<file path="config.mk">
export PLATFORM = sky130hd
export DESIGN_NAME = div_gen_v3
export DESIGN_NICKNAME = d
export VERILOG_FILES = /design/src/rtl/div_gen_v3.sv
export SDC_FILE = /design/constraint.sdc
export NUM_CORES = 1
export LEC_CHECK = 0
export CAP_MARGIN = 30
export CORE_MARGIN = 4
export CORE_UTILIZATION = 40
export CTS_CLUSTER_DIAMETER = 50
export DETAILED_ROUTE_END_ITERATION = 6
export PLACE_DENSITY = 0.59
export SYNTH_ARGS = -nofsm -noshare
export SYNTH_HDL_FRONTEND = slang
export SYNTH_SLANG_ARGS = --single-unit
export TNS_END_PERCENT = 30
</file>
<file path="constraint.sdc">
create_clock -name clk -period 4.4 [get_ports clk]
set_clock_uncertainty 0.15 [all_clocks]
set_input_delay 0.88 -clock clk [delete_from_list [all_inputs] [get_ports clk]]
set_output_delay 0.88 -clock clk [all_outputs]
set_load 0.01 [all_outputs]
</file>
<file path="src/rtl/div_gen_v3.sv">
// ----------------------------------------------------------------------------
// div_gen_v3 : unsigned 32-bit radix-2 restoring divider, one quotient bit per
// clock, with a ready-for-data (rfd) handshake.
//
// While rfd is high the block is idle. Every rising edge in that state, with
// reset low, captures dividend/divisor and starts a division. There is no
// start strobe. Thirty-two iteration edges later the registered quotient and
// remainder are updated and rfd returns high. Results hold until the next
// completion.
//
// Ports:
//   clk            rising-edge clock
//   reset          synchronous, active-high; discards any division in flight
//   dividend       [31:0] unsigned dividend, sampled while rfd = 1
//   divisor        [31:0] unsigned divisor, sampled while rfd = 1
//   rfd            ready-for-data: idle, results valid, operands sampled
//   quotient       [31:0] quotient of the last completed division
//   fractional     [31:0] remainder of the last completed division
//   divide_by_zero flag, set when the completed division had divisor 0
//                  (present only when DIV_GEN_DBZ_FLAG_EN is defined)
//
// Configuration macro: DIV_GEN_DBZ_FLAG_EN (adds the divide_by_zero output).
//
// A zero divisor needs no special case. Every trial compare against 0
// succeeds and subtracts nothing. That gives a quotient of all ones and a
// remainder equal to the dividend, with the normal latency.
// ----------------------------------------------------------------------------
module div_gen_v3 (
  input  logic        clk,
  input  logic        reset,
  input  logic [31:0] dividend,
  input  logic [31:0] divisor,
  output logic        rfd,
  output logic [31:0] quotient,
  output logic [31:0] fractional
`ifdef DIV_GEN_DBZ_FLAG_EN
  ,
  output logic        divide_by_zero
`endif
);

  typedef enum logic [0:0] {
    ST_IDLE = 1'b0,
    ST_BUSY = 1'b1
  } state_t;

  state_t      state_r, state_s;
  logic [5:0]  count_r, count_s;
  logic [31:0] dvd_r, dvd_s;     // dividend, shifted left one bit per iteration
  logic [31:0] dvs_r, dvs_s;     // captured divisor
  logic [32:0] rem_r, rem_s;     // partial remainder
  logic [31:0] quo_r, quo_s;     // quotient bits accumulated so far
  logic        rfd_s;
  logic [31:0] quotient_s;
  logic [31:0] fractional_s;
  logic [32:0] trial_s;
  logic        fits_s;
`ifdef DIV_GEN_DBZ_FLAG_EN
  logic        dbz_s;
`endif

  // Next-state, datapath iteration and result-load decode.
  always_comb begin
    state_s      = state_r;
    count_s      = count_r;
    dvd_s        = dvd_r;
    dvs_s        = dvs_r;
    rem_s        = rem_r;
    quo_s        = quo_r;
    rfd_s        = rfd;
    quotient_s   = quotient;
    fractional_s = fractional;
`ifdef DIV_GEN_DBZ_FLAG_EN
    dbz_s        = divide_by_zero;
`endif
    // Shift the next dividend bit (MSB first) into the partial remainder.
    // The remainder is always below the divisor, so its bit 32 is always 0.
    trial_s = {rem_r[31:0], dvd_r[31]};
    fits_s  = (trial_s >= {1'b0, dvs_r});

    case (state_r)
      ST_IDLE: begin
        dvd_s   = dividend;
        dvs_s   = divisor;
        rem_s   = 33'd0;
        quo_s   = 32'd0;
        count_s = 6'd0;
        state_s = ST_BUSY;
        rfd_s   = 1'b0;
      end
      ST_BUSY: begin
        dvd_s   = {dvd_r[30:0], 1'b0};
        count_s = count_r + 6'd1;
        quo_s   = {quo_r[30:0], fits_s};
        if (fits_s) begin
          rem_s = trial_s - {1'b0, dvs_r};
        end else begin
          rem_s = trial_s;
        end
        // The 32nd iteration publishes the results and returns to idle.
        if (count_r == 6'd31) begin
          state_s      = ST_IDLE;
          rfd_s        = 1'b1;
          quotient_s   = {quo_r[30:0], fits_s};
          fractional_s = rem_s[31:0];
`ifdef DIV_GEN_DBZ_FLAG_EN
          dbz_s        = (dvs_r == 32'd0);
`endif
        end else begin
          state_s = ST_BUSY;
          rfd_s   = 1'b0;
        end
      end
      default: begin
        state_s = ST_IDLE;
        count_s = 6'd0;
        rfd_s   = 1'b1;
      end
    endcase
  end

  // State, datapath and registered-output update; reset discards work in flight.
  always_ff @(posedge clk) begin
    if (reset) begin
      state_r    <= ST_IDLE;
      count_r    <= 6'd0;
      dvd_r      <= 32'd0;
      dvs_r      <= 32'd0;
      rem_r      <= 33'd0;
      quo_r      <= 32'd0;
      rfd        <= 1'b1;
      quotient   <= 32'd0;
      fractional <= 32'd0;
`ifdef DIV_GEN_DBZ_FLAG_EN
      divide_by_zero <= 1'b0;
`endif
    end else begin
      state_r    <= state_s;
      count_r    <= count_s;
      dvd_r      <= dvd_s;
      dvs_r      <= dvs_s;
      rem_r      <= rem_s;
      quo_r      <= quo_s;
      rfd        <= rfd_s;
      quotient   <= quotient_s;
      fractional <= fractional_s;
`ifdef DIV_GEN_DBZ_FLAG_EN
      divide_by_zero <= dbz_s;
`endif
    end
  end

endmodule

</file>
# Word-level counts from Yosys, hierarchy flattened
# Cells that the tools add are included.
dict set report classes {
  n_addsub 2
  magnitude_cmp 1
  n_eq_ne 1
  muxes 9
  bitwise_logic 1
  n_reduce_logical 1
}
# cell n
set ops {}
lappend ops {{one-hot mux 32 bit (2 select lines)} 2}
lappend ops {{one-hot mux 31 bit (2 select lines)} 1}
lappend ops {{greater-or-equal comparator 33 x 32 -> 1 bit} 1}
lappend ops {{two-way mux 32 bit} 1}
lappend ops {{subtractor 32 bit} 1}
lappend ops {{one-hot mux 6 bit (2 select lines)} 1}
lappend ops {{adder 6 x 1 -> 6 bit, second input constant} 1}
lappend ops {{equality test 6 x 5 -> 1 bit, second input constant} 1}
lappend ops {{one-hot mux 1 bit (2 select lines)} 2}
lappend ops {{two-way mux 1 bit} 2}
lappend ops {{AND reduction 2 bit} 1}
lappend ops {{inverter 1 bit} 1}
dict set report word_totals {
  reg_bits 199
  inputBits 66
  output_inout_bits 65
  wordCells 24
}

# Depth between registers and ports, before layout
dict set report depth {
  ltp_word 3
  ltp_mapped 13
  ltp_nobuf 11
}

# Least setup slack after synthesis
# OpenSTA, ideal clock, no wires.
dict set report synth_timing {
  path_kind {flip-flop to flip-flop}
  startpoint {reg dvs_r[19]}
  endpoint {reg fractional[30]}
  setup_time_ns 0.088
  arrival_time_ns 2.497
  path_slack_ns 1.665
  path_stages_with_launch 14
  path_buffers 3
  cell_sequence {dfxtp_1 -> inv_1 -> ha_1 -> buf_2 -> nand3_2 -> or3_1 -> nor4_2 -> a41oi_1 -> and4_4 -> nor2_4 -> buf_6 -> buf_12 -> nand3_2 -> a311oi_2}
}
dict set report synth_via {
  elab_chain_len 2
  word_cells_on_any_way 3
  cone_classes {add/sub: 1; order compare: 1; mux: 1}
}
# item line
set synth_lines {}
lappend synth_lines {{start: declaration} 50} ;# logic [31:0] dvs_r, dvs_s;
lappend synth_lines {{start signal: assignment} 141} ;# dvs_r <= dvs_s;
lappend synth_lines {{subtractor 32 bit or greater-or-equal comparator 33 x 32 -> 1 bit (tied branches)} {96, 79}}
lappend synth_lines {{two-way mux 32 bit (*)} 95} ;# if (fits_s) begin
lappend synth_lines {{end signal: assignment} 146} ;# fractional <= fractional_s;
lappend synth_lines {{end: declaration} 35} ;# output logic [31:0] fractional
# Every way passes the cells marked *; elsewhere a longest branch is shown, timed or not.
# A chain may end at the register's enable or synchronous reset.

# Worst setup path in the final report
dict set report layout_timing {
  startpoint {reg dvs_r[1]}
  endpoint {reg fractional[13]}
}
# The elaborated chain is that of the path after synthesis.

==> reports/qor.yml <==
io_buffers: 130
cts_root_buf: "clkbuf_16"
async_reset_ff_share_pct: 0
synth_cells: 990
drc: 0
area_growth_pct: 23.8
clock-sinks: 199
die_x_um: 156
fillers: 2164
post_cts_buffers: 0
grt_use_total_pct: 17.5
via_count: 7019
maxCapViolations: 0
ctsHoldBuffers: 0
synth-simple-area-share_pct: 18.7
hold_viol: 0
worst_ep_required_time_ns: 4.58
fmax_ghz: 0.290
syn-num-nets: 1090
power_uw: 4040
numCtsBuffers: 17
synth_top_family_by_area: "simple AND/OR/NAND/NOR gates"
drt-vias-per-instance: 5.08
antenna_found_initial: 0
drv_slew: 0
clkLatencyLatePin_ns: 0.43
outcome: "finished clean"
core_um2: 21800
ys_ff_latch: 199
min_path_type: "reg -> reg"
hold_slack_ns: 0.285
final_common_cell: "dfxtp_1"
synth_enable_flop_cells: 0
antenna_cells: 0
grt_pass1_wl_um: 35200
hold_start: "quo_r[30]$_SDFF_PP0_"
cts_tree: "done"
fp.dieH_um: 156
muxShareOfSynthArea_pct: 9.45
drt-total-wl_um: 21000
cts-resized-gates: 0
worst-r2r-setup-slack_ns: 0.95
seq_area_um2: 3990
final.setup.tns_ns: 0
timing.rr.start: "dvs_r[1]$_SDFFE_PP0N_"
htreeDepth: 4
fin_crit_sh_pct: 78.4
dieArea_um2: 24500
synthAdderAreaFrac_pct: 4.91
floorplan.rows: 54
synth_compound_area_share_pct: 14.7
synth_xor_area_share_pct: 2.09
maxSlewHeadroom_pct: 45.8
grt_pass1_vias: 7006
worst_ir_drop_vdd_v: 0.000288
worstMarginPinSlew_ns: 0.813
syn-cell-area_um2: 8820
gp_congestion: 0.883
wl_per_cell_um: 15.2
final.min_clock_period_ns: 3.45
rsz0062_at_grt: "no"
clkSlewWorstSetupHoldPaths_ns: 0.08
layout-drive-gt1-share_pct: 6.26
postRouteAntennaNets: 0
grt_max_degree: 71
first_pass_iters: 5
avgSynthCellArea_um2: 8.91
power_density_nw_per_um2: 370
ys_seq_area_share_pct: 45.2
crit_arrival_ns: 3.63
stdcell_count: 1382
startpoint: "dvs_r[1]$_SDFFE_PP0N_"
final_cell_mix: "198 x dfxtp_1, 145 x nor2_1, 129 x clkdlybuf4s50_1"
io_pins: 131
critPathLaunchType: "flop"
nets: 1189
ys_types: 69
ys_warn_count: 0
placed_cells: 1350
multiInputGateArea_um2: 4410
setup_violations: 0
dpl.hpwl_um: 14600
worstSetupPathType: "reg -> reg"
cp_max_fo: 12
leakage_uw: 0.00432
initial_utilization_pct: 40.5
clk_path_buf_depth: 2
synthFlopType: "dfxtp_1"
end_kind: "flop"
fin_util_pct: 50.2
dr.first_iter.drc_count: 269
overflow: 0
[routing by layer]
| layer | GRT usage (%) | up-vias | share of wire [%] |
|---|---|---|---|
| li1 | - | 3607 | - |
| met1 | 22.5 | 3276 | 46 |
| met2 | 29.6 | 118 | 47 |
| met3 | 4.59 | 18 | 5.0 |
| met4 | 3.93 | 0 | 1.3 |
| met5 | 0 | - | 0 |
[area by class of cell]
type | count | area share (%)
clock buffers | 17 | 3.90
clock inverters | 15 | 1.80
inverters | 45 | 1.55
multi-input cells | 685 | 40.4
flip-flops and latches | 199 | 36.5
well taps | 280 | 3.21
repair buffers | 141 | 12.7
[cells by family after synthesis]
kind of cell | count (synthesis)
mux | 83
flops | 199
simple gates | 360
xor+xnor | 21
buf+inv | 106
fa+ha+maj | 34
compound gates | 187
[worst paths after layout]
check                                      to  depth (start not counted)
setup / recovery  fractional[13]$_SDFFE_PP0P_                         10
hold / removal      quotient[31]$_SDFFE_PP0P_                          2
setup reg to reg  fractional[13]$_SDFFE_PP0P_                         10
hold reg to reg     quotient[31]$_SDFFE_PP0P_                          2
[Yosys cell counts, drive strengths merged (3+ instances only)]
cell	number	area (um2)
dfxtp	199	3980
nor2	146	556
nand2	101	379
mux2i	81	811
a21oi	63	319
clkbuf	49	184
inv	45	169
and2	33	206
ha	33	413
a211oi	27	218
o21ai	20	108
nand3	18	100
nor3	16	80.1
a21o	13	97.6
xnor2	13	114
buf	12	81.3
or3	9	56.3
a311oi	8	82.6
o21a	8	60.1
xor2	8	70.1
nand4	7	50.1
o31ai	7	52.6
and3	6	37.5
a31oi	5	43.8
nor2b	5	31.3
nor4	5	37.5
o2111ai	5	43.8
o211ai	5	37.5
nand3b	4	30.0
a2111oi	3	32.5
a21boi	3	22.5
a41oi	3	26.3
nand2b	3	18.8
o21bai	3	22.5
[power by group]
part	internal [uW]	switching (uW)
sequential	1840	29.3
combinational	244	310
clock	828	788
[through the flow]
step | area [um2] | setup slack, ns
final | 10900 | 0.949
after floorplan | 8820 | 1.67
after CTS | 10900 | 0.997
after detailed placement | 10300 | 0.987
after global routing | 10900 | 0.577
after global placement | 10300 | 1.07
[critical path, cell delays in order (launching register included)]
cell	delay, ns
dfxtp_1	0.39
inv_1	0.06
ha_1	0.29
nor2b_1	0.19
o2111ai_1	0.15
a211oi_1	0.57
o211ai_1	0.26
nand4_1	0.17
nand2_1	0.34
or3_1	0.51
a311oi_1	0.27
[flip-flops by register name, indices dropped and copies added (netlist names)]
name,cells
rem_r,32
quotient,32
count_r,6
state_r,1
fractional,32
dvd_r,32
rfd,1
quo_r,31
dvs_r,32
No activity file was read; power rests on OpenSTA's default activity.
